**src/rtl/rca_seq_ctrl.sv**
```systemverilog
// rca_seq_ctrl: wide add/subtract sequenced byte-serially through one 8-bit ripple-carry slice
module rca_seq_ctrl #(
    parameter int WORDS = 4
) (
    input  logic               clk,
    input  logic               rst_n,
    input  logic               in_valid,
    output logic               in_ready,
    input  logic [8*WORDS-1:0] op_a,
    input  logic [8*WORDS-1:0] op_b,
    input  logic               cin,
    input  logic               sub,
    output logic               out_valid,
    input  logic               out_ready,
    output logic [8*WORDS-1:0] result,
    output logic               cout,
    output logic               overflow,
    output logic               busy
);
    localparam int W  = 8 * WORDS;
    localparam int IW = $clog2(WORDS) + 1;

    typedef enum logic [1:0] {IDLE, RUN, DONE} state_t;

    state_t          state_q, state_d;
    logic [IW-1:0]   idx_q, idx_d;
    logic            c_q, c_d;
    logic [W-1:0]    a_q, a_d;
    logic [W-1:0]    b_q, b_d;
    logic [W-1:0]    res_q, res_d;
    logic            cout_q, cout_d;
    logic            ovf_q, ovf_d;
    logic            rdy_q, rdy_d;
    logic [7:0]      a_byte, b_byte;
    logic [8:0]      sum;

    // next-state, byte-slice arithmetic and result capture
    always_comb begin
        state_d = state_q;
        idx_d   = idx_q;
        c_d     = c_q;
        a_d     = a_q;
        b_d     = b_q;
        res_d   = res_q;
        cout_d  = cout_q;
        ovf_d   = ovf_q;
        a_byte  = '0;
        b_byte  = '0;
        for (int i = 0; i < WORDS; i++) begin
            if (idx_q == IW'(i)) begin
                a_byte = a_q[i*8 +: 8];
                b_byte = b_q[i*8 +: 8];
            end
        end
        sum = {1'b0, a_byte} + {1'b0, b_byte} + {8'b0, c_q};
        case (state_q)
            IDLE: begin
                if (in_valid && rdy_q) begin
                    a_d     = op_a;
                    b_d     = sub ? ~op_b : op_b;
                    c_d     = cin ^ sub;
                    idx_d   = '0;
                    state_d = RUN;
                end
            end
            RUN: begin
                for (int i = 0; i < WORDS; i++) begin
                    if (idx_q == IW'(i)) res_d[i*8 +: 8] = sum[7:0];
                end
                c_d   = sum[8];
                idx_d = idx_q + 1'b1;
                if (idx_q == IW'(WORDS - 1)) begin
                    cout_d  = sum[8];
                    ovf_d   = (a_q[W-1] == b_q[W-1]) && (sum[7] != a_q[W-1]);
                    state_d = DONE;
                end
            end
            DONE: begin
                if (out_ready) state_d = IDLE;
            end
            default: state_d = IDLE;
        endcase
        rdy_d = (state_d == IDLE);
    end

    // state and datapath registers, cleared asynchronously so no partial result survives reset
    always_ff @(posedge clk or negedge rst_n) begin
        if (!rst_n) begin
            state_q <= IDLE;
            idx_q   <= '0;
            c_q     <= 1'b0;
            a_q     <= '0;
            b_q     <= '0;
            res_q   <= '0;
            cout_q  <= 1'b0;
            ovf_q   <= 1'b0;
            rdy_q   <= 1'b0;
        end else begin
            state_q <= state_d;
            idx_q   <= idx_d;
            c_q     <= c_d;
            a_q     <= a_d;
            b_q     <= b_d;
            res_q   <= res_d;
            cout_q  <= cout_d;
            ovf_q   <= ovf_d;
            rdy_q   <= rdy_d;
        end
    end

    assign in_ready  = rdy_q;
    assign out_valid = (state_q == DONE);
    assign busy      = (state_q != IDLE);
    assign result    = res_q;
    assign cout      = cout_q;
    assign overflow  = ovf_q;
endmodule
```
**config.mk**
```make
export PLATFORM = sky130hd
export DESIGN_NAME = rca_seq_ctrl
export DESIGN_NICKNAME = d
export VERILOG_FILES = /design/src/rtl/rca_seq_ctrl.sv
export SDC_FILE = /design/constraint.sdc
export NUM_CORES = 1
export LEC_CHECK = 0
export CAP_MARGIN = 20
export CORE_AREA = 2 2 97 99
export DETAILED_ROUTE_END_ITERATION = 16
export DIE_AREA = 0 0 99 101
export DONT_BUFFER_PORTS = 1
export PLACE_DENSITY = 0.74
export SLEW_MARGIN = 40
export SYNTH_ARGS = -nofsm -noshare
export SYNTH_HDL_FRONTEND = slang
export SYNTH_SLANG_ARGS = --single-unit
```
**constraint.sdc**
```tcl
create_clock -name clk -period 3 [get_ports clk]
set_input_delay 0.45 -clock clk [delete_from_list [all_inputs] [get_ports clk]]
set_output_delay 0.45 -clock clk [all_outputs]
set_load 0.01 [all_outputs]
```
# Word level (Yosys, flattened, before mapping)
# Index checks and enable logic that the tools add are counted.
# word_totals
ff_bits	105
latch_bits	0
mem_bits_rw	0
mem_count	0
rom_bits	0
# op_classes
n_mux	17
bitwise_logic	2
magnitude_cmp	0
eq_ne	8
shift	0
multipliers	0
add_sub_neg	3
div	0
reduce_logical	13
# ops
operator	count
two-way mux 8 bit	8
two-way mux 32 bit	1
inverter 32 bit	1
AND reduction 2 bit	6
adder 8 x 8 -> 9 bit	1
adder 9 x 1 -> 9 bit	1
== test 3 x 2 -> 1 bit (second input constant)	2
two-way mux 2 bit	3
one-hot mux 2 bit (3 select lines)	1
one-hot mux 3 bit (2 select lines)	1
zero test 2 bit	2
nonzero test 2 bit	2
adder 3 x 1 -> 3 bit (second input constant)	1
== test 3 x 1 -> 1 bit (second input constant)	1
zero test 3 bit	1
two-way mux 3 bit	1
== test 2 x 1 -> 1 bit (second input constant)	1
== test 2 bit (second input constant)	1
logical AND 1 bit	2
!= test 2 bit (second input constant)	1
one-hot mux 1 bit (2 select lines)	1
== test 1 bit	1
two-way mux 1 bit	1
!= test 1 bit	1
bitwise XOR 1 bit	1

# Depth between registers and ports, before layout
# Gate-level depths: netlist of the first run.
# depth
ltp_word	9
ltp_mapped	16
mapped_depth_nobuf	14

# Least setup slack after synthesis of the first run
# Ideal clock, no wire load.
# synth_timing
path_kind	register to register
startpoint	reg idx_q[0]
endpoint	reg res_q[14] (netlist: result[14])
arrival_time_ps	2962
required_ps	2873
setup_slack_ps	-88
stages_incl_launch_ff	16
setup_ps	127
synth_period_minus_slack_ps	3088
path_buffers	1
cell_sequence	dfrtp_1 > inv_1 > ha_1 > nor3b_4 > buf_2 > a222oi_1 > nor3_1 > a21oi_1 > fa_1 > fa_1 > nor2b_1 > o21a_1 > o21ai_1 > a21oi_2 > xnor2_2 > o21ai_1
# synth_via
elab_chain_len	7
word_cells_on_any_way	15
classes_between	add/sub: 2; eq/ne: 3; mux: 8; reduce/logical: 2
# synth_rtl
item	line	text
start: declaration	26	logic [IW-1:0] idx_q, idx_d;
start signal: assignment	100	idx_q <= idx_d;
zero test 3 bit	50	if (idx_q == IW'(i)) begin
two-way mux 8 bit (4 in series)	50	
adder 8 x 8 -> 9 bit	55	sum = {1'b0, a_byte} + {1'b0, b_byte} + {8'b0, c_q};
adder 9 x 1 -> 9 bit	55	
end signal: assignment	104	res_q <= res_d;
end: declaration	30	logic [W-1:0] res_q, res_d;
# Several ways; a longest one is shown, not always the timed one.
# A chain may end at the register's enable or synchronous reset.

# Worst setup path after layout of the first run
# Ends and elaborated chain as after synthesis.

==> results of run 1 <==
==> area by class of cell <==
cell class | count | area, um^2
tap | 111 | 138.9
timing repair buffer | 28 | 257.7
multi-input combinational | 343 | 2276
clock inverter | 7 | 77.57
inverter | 8 | 30.03
fill | 747 | 3446
clock buffer | 9 | 123.9
sequential | 105 | 2628
==> synthesized netlist by cell type <==
| cell | count | share of area (%) |
|---|---|---|
| a211o_1 | 1 | 0.18 |
| a21o_1 | 2 | 0.30 |
| a21oi_1 | 37 | 3.7 |
| a21oi_2 | 2 | 0.35 |
| a222oi_1 | 4 | 0.80 |
| a22oi_1 | 13 | 1.9 |
| a22oi_2 | 1 | 0.25 |
| a31oi_1 | 1 | 0.13 |
| and3_1 | 1 | 0.13 |
| buf_2 | 19 | 1.9 |
| buf_4 | 3 | 0.45 |
| clkbuf_1 | 8 | 0.60 |
| dfrtp_1 | 105 | 53 |
| fa_1 | 2 | 0.80 |
| ha_1 | 12 | 3.0 |
| inv_1 | 6 | 0.45 |
| inv_2 | 2 | 0.15 |
| mux2_1 | 20 | 4.5 |
| mux2_2 | 12 | 2.7 |
| nand2_1 | 64 | 4.8 |
| nand2_2 | 1 | 0.13 |
| nand2b_1 | 5 | 0.63 |
| nand3_1 | 3 | 0.30 |
| nand4b_1 | 1 | 0.18 |
| nor2_1 | 43 | 3.2 |
| nor2b_1 | 3 | 0.38 |
| nor2b_2 | 1 | 0.18 |
| nor3_1 | 4 | 0.40 |
| nor3b_2 | 1 | 0.25 |
| nor3b_4 | 1 | 0.38 |
| nor4_1 | 1 | 0.13 |
| o211ai_2 | 2 | 0.50 |
| o21a_1 | 2 | 0.30 |
| o21ai_0 | 34 | 3.4 |
| o21ai_1 | 28 | 2.8 |
| o21bai_1 | 1 | 0.15 |
| o22ai_1 | 1 | 0.13 |
| o31ai_1 | 1 | 0.15 |
| xnor2_1 | 32 | 5.6 |
| xnor2_2 | 1 | 0.33 |
| xor2_1 | 5 | 0.87 |
==> routing by layer <==
layer | vias to the layer above | wire length [um]
li1 | 1671 | -
met1 | 1683 | 4572
met2 | 92 | 5509
met3 | 13 | 617
met4 | 0 | 136
met5 | - | 0
==> sequential cells by signal (all words and copies together), names as in the netlist <==
register  flops
a_q          32
b_q          32
result       32
idx_q         3
state_q       2
c_q           1
cout          1
in_ready      1
overflow      1
==> worst register-to-register path: cells and delay by family, from the launching register on <==
family / cells / cell delay, ns
DFF: 1 / 0.42
AOI/OAI and AO/OA: 5 / 0.65
adders and majority gates: 4 / 1.17
and+or+nand+nor: 1 / 0.11
xor gates and xnor gates: 1 / 0.17
buffers and inverters: 2 / 0.38
==> logic make-up after synthesis <==
kind of cell | Yosys count | share of synthesized area, %
adder cells (fa/ha/maj) | 14 | 3.800
AO/OA/AOI/OAI | 130 | 15.07
multiplexers | 32 | 7.200
XOR/XNOR | 38 | 6.800
buffers and inverters | 38 | 3.550
flip-flops | 105 | 52.50
AND/OR/NAND/NOR | 129 | 11.08
==> power by group <==
part	internal [mW]	switching (mW)
Sequential	2.10	0.531
Clock	0.393	0.500
Combinational	1.98	2.35
Total	4.46	3.38
==> worst paths after layout <==
check	startpoint	end	slack, ns	cells past startpoint
max in group asynchronous	rst_n	b_q[15]$_DFFE_PN0P_	2.63	1
max	idx_q[0]$_DFFE_PN0P_	result[14]$_DFFE_PN0P_	-0.02	13
min reg2reg	a_q[21]$_DFFE_PN0P_	a_q[21]$_DFFE_PN0P_	0.50	1
max reg2reg	idx_q[0]$_DFFE_PN0P_	result[14]$_DFFE_PN0P_	-0.02	13
min in group clk	out_ready	state_q[1]$_DFF_PN0_	0.19	1
min	rst_n	result[19]$_DFFE_PN0P_	0.007	1
==> per-stage QoR <==
| step | setup TNS (ns) | worst slack (ns) | cells | utilization (%) |
|---|---|---|---|---|
| after floorplan | 0 | 0.05141 | 486 | - |
| after global placement | 0 | 0.01116 | 590 | 57.85 |
| after detailed placement | -0.6085 | -0.1419 | 590 | 57.85 |
| after CTS | -0.02115 | -0.01347 | 611 | 61.03 |
| after global routing | -2.596 | -0.1799 | 611 | 61.62 |
| final | -0.04108 | -0.02390 | 611 | 61.62 |
==> what timing repair did <==
| item | CTS | global route |
|---|---|---|
| pin swaps | 7 | 6 |
| buffers inserted | 4 | 0 |
| endpoints found under the setup margin | 16 | 24 |
| hold endpoints to repair | 105 | 0 |
| gates resized for setup | 10 | 15 |
| hold buffers | 1 | 0 |
==> impl_metrics.yaml, run 1 <==
floorplanning:
  coreArea_um2: 8977
  rows: 35
  fp.dieH_um: 101
  initial_core_util_pct: 55.75
  die-area_um2: 9999
  fp.dieW_um: 99
  io_pins: 107
global_route:
  antenna_found_initial: 0
  gr-total-overflow: 0
  grt_max_degree: 106
  met2_usage_pct: 36.85
  grt_usage_pct: 21.62
  grt_util_met1_pct: 26.96
  use_met3_pct: 5.825
  first_global_vias: 3410
  grt_pass1_wl_um: 16830
  busiest_layer: "met2"
routing:
  firstDrtPassIters: 4
  drc_errors: 0
  wl_per_cell_um: 17.73
  drt-total-wl_um: 10840
  vias: 3459
  drtAntennaViolNets: 0
  drt_iter0_markers: 181
  via_per_inst: 5.661
critical_path:
  crit_fanout: 18
  slowest_delay_ns: 0.42
  cp_top_family: "adder cells"
  critPathArrivalTime_ns: 3.28
  required_ns: 3.26
  crit_path_top_delay_cell: "dfrtp_1"
  worst_setup_path_end_kind: "register"
  path_cells: "buf_4, ha_1, ha_2, buf_4, a21oi_1, fa_2, fa_2, nor2b_2, o21a_1, o21ai_2, a21oi_2, xnor2_2, o21ai_1"
  critPathLaunchType: "register"
  worstPathBufferInverterCount: 2
  critPathKind: "reg2reg"
yosys:
  synth_cell_types: 41
  ys_seq_area_share_pct: 52.50
  ys_warn_count: 0
  ys_seq_elements: 105
  syn_avg_cell_area_um2: 10.30
  synth_nets: 570
  netlist_area_um2: 5005
  syn_inst: 486
clocking:
  clockBufferDepth: 2
  cts_tree: "yes"
  numCtsBuffers: 9
  clockRootBuffer: "clkbuf_8"
  clkTransAtPathRegs_ns: 0.10
  clk-insertion-delay-late_ns: 0.38
  clock-sinks: 105
  cts_max_level: 3
layout:
  final_common_cell: "dfrtp_1"
  final_cell_mix: "105 x dfrtp_1, 63 x nand2_1, 43 x nor2_1"
  drive_above_1_share_pct: 17.00
  fin_area_um2: 5532
  area_growth_pct: 10.53
  nNetsFinal: 579
  n_antenna_cell: 0
power_and_ir_drop:
  p_total_mw: 7.849
  p_per_area_nw_per_um2: 1419
  irDropWorstVdd_mv: 0.6186
  power.leakage_nw: 2.380
placed_design:
  dp_hpwl_um: 7802
  portBuffers: 0
  place.gp.congestion: 0.8878
  postPlaceCellArea_um2: 5194
timing:
  worstMarginPinSlew_ns: 0.7643
  setup_ws_ns: -0.02390
  timing.final.crit_share_pct: 100.8
  relSlewSlack_pct: 49.05
  final_hold_viol_count: 0
  drv_slew: 0
  hold_ws_ns: 0.007408
  max_freq_mhz: 330.7
  rsz0062_at_grt: "true"
  skew_ns: 0.01169
  finalSetupViolations: 3
  final.min_clock_period_ns: 3.024
status:
  violations: "setup timing"
  status: "complete, but fails checks"
job:
  drv_cap: 0
min_path:
  hold_class: "in2async"
Note: power is estimated with default switching activity, not from simulation.
==> run 2: changes to the inputs <==
Settings changed: SKIP_LAST_GASP set to 1.
==> results of run 2 <==
Final layout, timing and power as in run 1 (identical DEF).
==> run 3: changes to the inputs <==
Settings changed: MAX_ROUTING_LAYER set to met4, RECOVER_POWER set to 50.
==> run 3 against run 2 <==
The run ends with capacitance limit, slew limit, setup timing left. Critical endpoint is now result[22]$_DFFE_PN0P_. Sequential share of layout area down 1.3 points. Hold slack better by 0.19 ns. Highest routed layer unchanged. Sequential power about the same. Largest power group unchanged. Core utilization up 1.7 points. Combinational power up 10%.
==> impl_metrics.yaml, run 3 (same netlist as run 1, synthesis figures left out) <==
clocking:
  clockRootBuffer: "clkbuf_8"
  clockBufferDepth: 2
  clk-insertion-delay-late_ns: 0.37
  cts_tree: "yes"
  clkTransAtPathRegs_ns: 0.10
  cts_max_level: 3
  numCtsBuffers: 9
  clock-sinks: 105
status:
  status: "complete, but fails checks"
  violations: "capacitance limit, slew limit, setup timing"
timing:
  rsz0062_at_grt: "true"
  timing.final.crit_share_pct: 103.8
  skew_ns: 0.01240
  final.min_clock_period_ns: 3.115
  hold_ws_ns: 0.1957
  drv_slew: 106
  final_hold_viol_count: 0
  finalSetupViolations: 11
  worstMarginPinSlew_ns: 2.534
  setup_ws_ns: -0.1151
  max_freq_mhz: 321.0
  relSlewSlack_pct: -68.96
layout:
  final_util_pct: 63.33
  nNetsFinal: 586
  fin_cells: 618
  area_growth_pct: 13.60
  n_antenna_cell: 0
  drive_above_1_share_pct: 20.51
  final_cell_mix: "105 x dfrtp_1, 64 x nand2_1, 43 x nor2_1"
  final_common_cell: "dfrtp_1"
  fin_area_um2: 5685
power_and_ir_drop:
  irDropWorstVdd_mv: 0.6293
  p_per_area_nw_per_um2: 1466
  power.leakage_nw: 2.436
  p_total_mw: 8.335
routing:
  via_per_inst: 5.780
  firstDrtPassIters: 5
  drc_errors: 0
  vias: 3572
  wl_per_cell_um: 18.03
  drtAntennaViolNets: 0
  drt_iter0_markers: 193
  drt-total-wl_um: 11140
critical_path:
  critPathLaunchType: "register"
  crit_path_top_delay_cell: "dfrtp_1"
  worst_setup_path_end_kind: "register"
  required_ns: 3.24
  crit_fanout: 4
  path_cells: "buf_6, ha_4, nor3b_4, buf_4, a222oi_1, nor3_1, a21oi_1, buf_4, fa_2, nor2b_2, o21a_1, o21ai_2, a21oi_2, xnor2_2, o21ai_1"
  critPathKind: "reg2reg"
  slowest_delay_ns: 0.42
  critPathArrivalTime_ns: 3.36
  r2r_slack_ns: -0.12
  crit_top_cell: "buf_4"
placed_design:
  portBuffers: 0
  place_inst: 590
  postPlaceCellArea_um2: 5194
  place.gp.congestion: 0.9026
  dp_hpwl_um: 7791
floorplanning:
  rows: 35
  coreArea_um2: 8977
  io_pins: 107
  fp.dieH_um: 101
  die-area_um2: 9999
  initial_core_util_pct: 55.75
  fp.dieW_um: 99
job:
  drv_cap: 1
global_route:
  grt_usage_pct: 23.50
  gr-total-overflow: 0
  first_global_vias: 3542
  grt_pass1_wl_um: 17690
  antenna_found_initial: 0
  grt_max_degree: 106
min_path:
  hold_class: "in2reg"
## run 3: cell types whose count changed in the layout (fill, tap and decap cells not counted), moves of 4 or more
cell / previous run / this run
a22oi_1: 13 / 9
o21ai_0: 29 / 24
buf_4: 22 / 28
a22oi_2: 1 / 5
o21ai_1: 29 / 34
## run 3: path summary, 6_finish.rpt
kind / endpoint / depth (start not counted) / start
max: result[22]$_DFFE_PN0P_ / 15 / idx_q[0]$_DFFE_PN0P_
min: state_q[1]$_DFF_PN0_ / 1 / out_ready
max reg2reg: result[22]$_DFFE_PN0P_ / 15 / idx_q[0]$_DFFE_PN0P_
min reg2reg: a_q[19]$_DFFE_PN0P_ / 1 / a_q[19]$_DFFE_PN0P_
max in group asynchronous: result[6]$_DFFE_PN0P_ / 1 / rst_n
min in group asynchronous: state_q[1]$_DFF_PN0_ / 1 / rst_n
## run 3: metal layers
| layer | vias to the layer above | track usage (%) | routed length [um] |
|---|---|---|---|
| met5 | - | - | 0 |
| met4 | 0 | 9.589 | 255 |
| met3 | 17 | 4.438 | 704 |
| met2 | 130 | 38.77 | 5635 |
| met1 | 1735 | 28.67 | 4545 |
| li1 | 1690 | - | - |
## run 3: critical path, delay by kind of cell, from the launching register on
family | cells | cell delay, ns
AO/OA/AOI/OAI | 6 | 0.70
flip-flops | 1 | 0.42
buffers and inverters | 3 | 0.48
adder cells (fa/ha/maj) | 2 | 0.55
XOR/XNOR | 1 | 0.16
AND/OR/NAND/NOR | 3 | 0.66
## run 3: metrics by stage
stage          setup slack, ns  TNS (ns)
2_1_floorplan          0.05141         0
4_1_cts               -0.03035  -0.05768
3_5_place_dp          -0.09628   -0.2403
3_3_place_gp          0.007791         0
5_1_grt                -0.2476    -3.073
6_report               -0.1151   -0.7152
## run 3: cell type report
class	count	area, um^2
Clock buffer	10	137.6
Clock inverter	6	75.07
Sequential cell	105	2628
Tap cell	111	138.9
Multi-Input combinational cell	343	2385
Inverter	8	30.03
Timing Repair Buffer	35	291.5
Fill cell	701	3292
## run 3: report_power, final
part           switching, mW  internal [mW]
clock network          0.506          0.420
logic                   2.56           2.21
registers              0.541           2.10
total                   3.61           4.72
## run 3: repair_timing
action,CTS,global route
gates resized for setup,15,32
buffers inserted,10,3
endpoints found under the setup margin,15,23
pin swaps,13,19
hold buffers,1,0
hold endpoints to repair,105,0
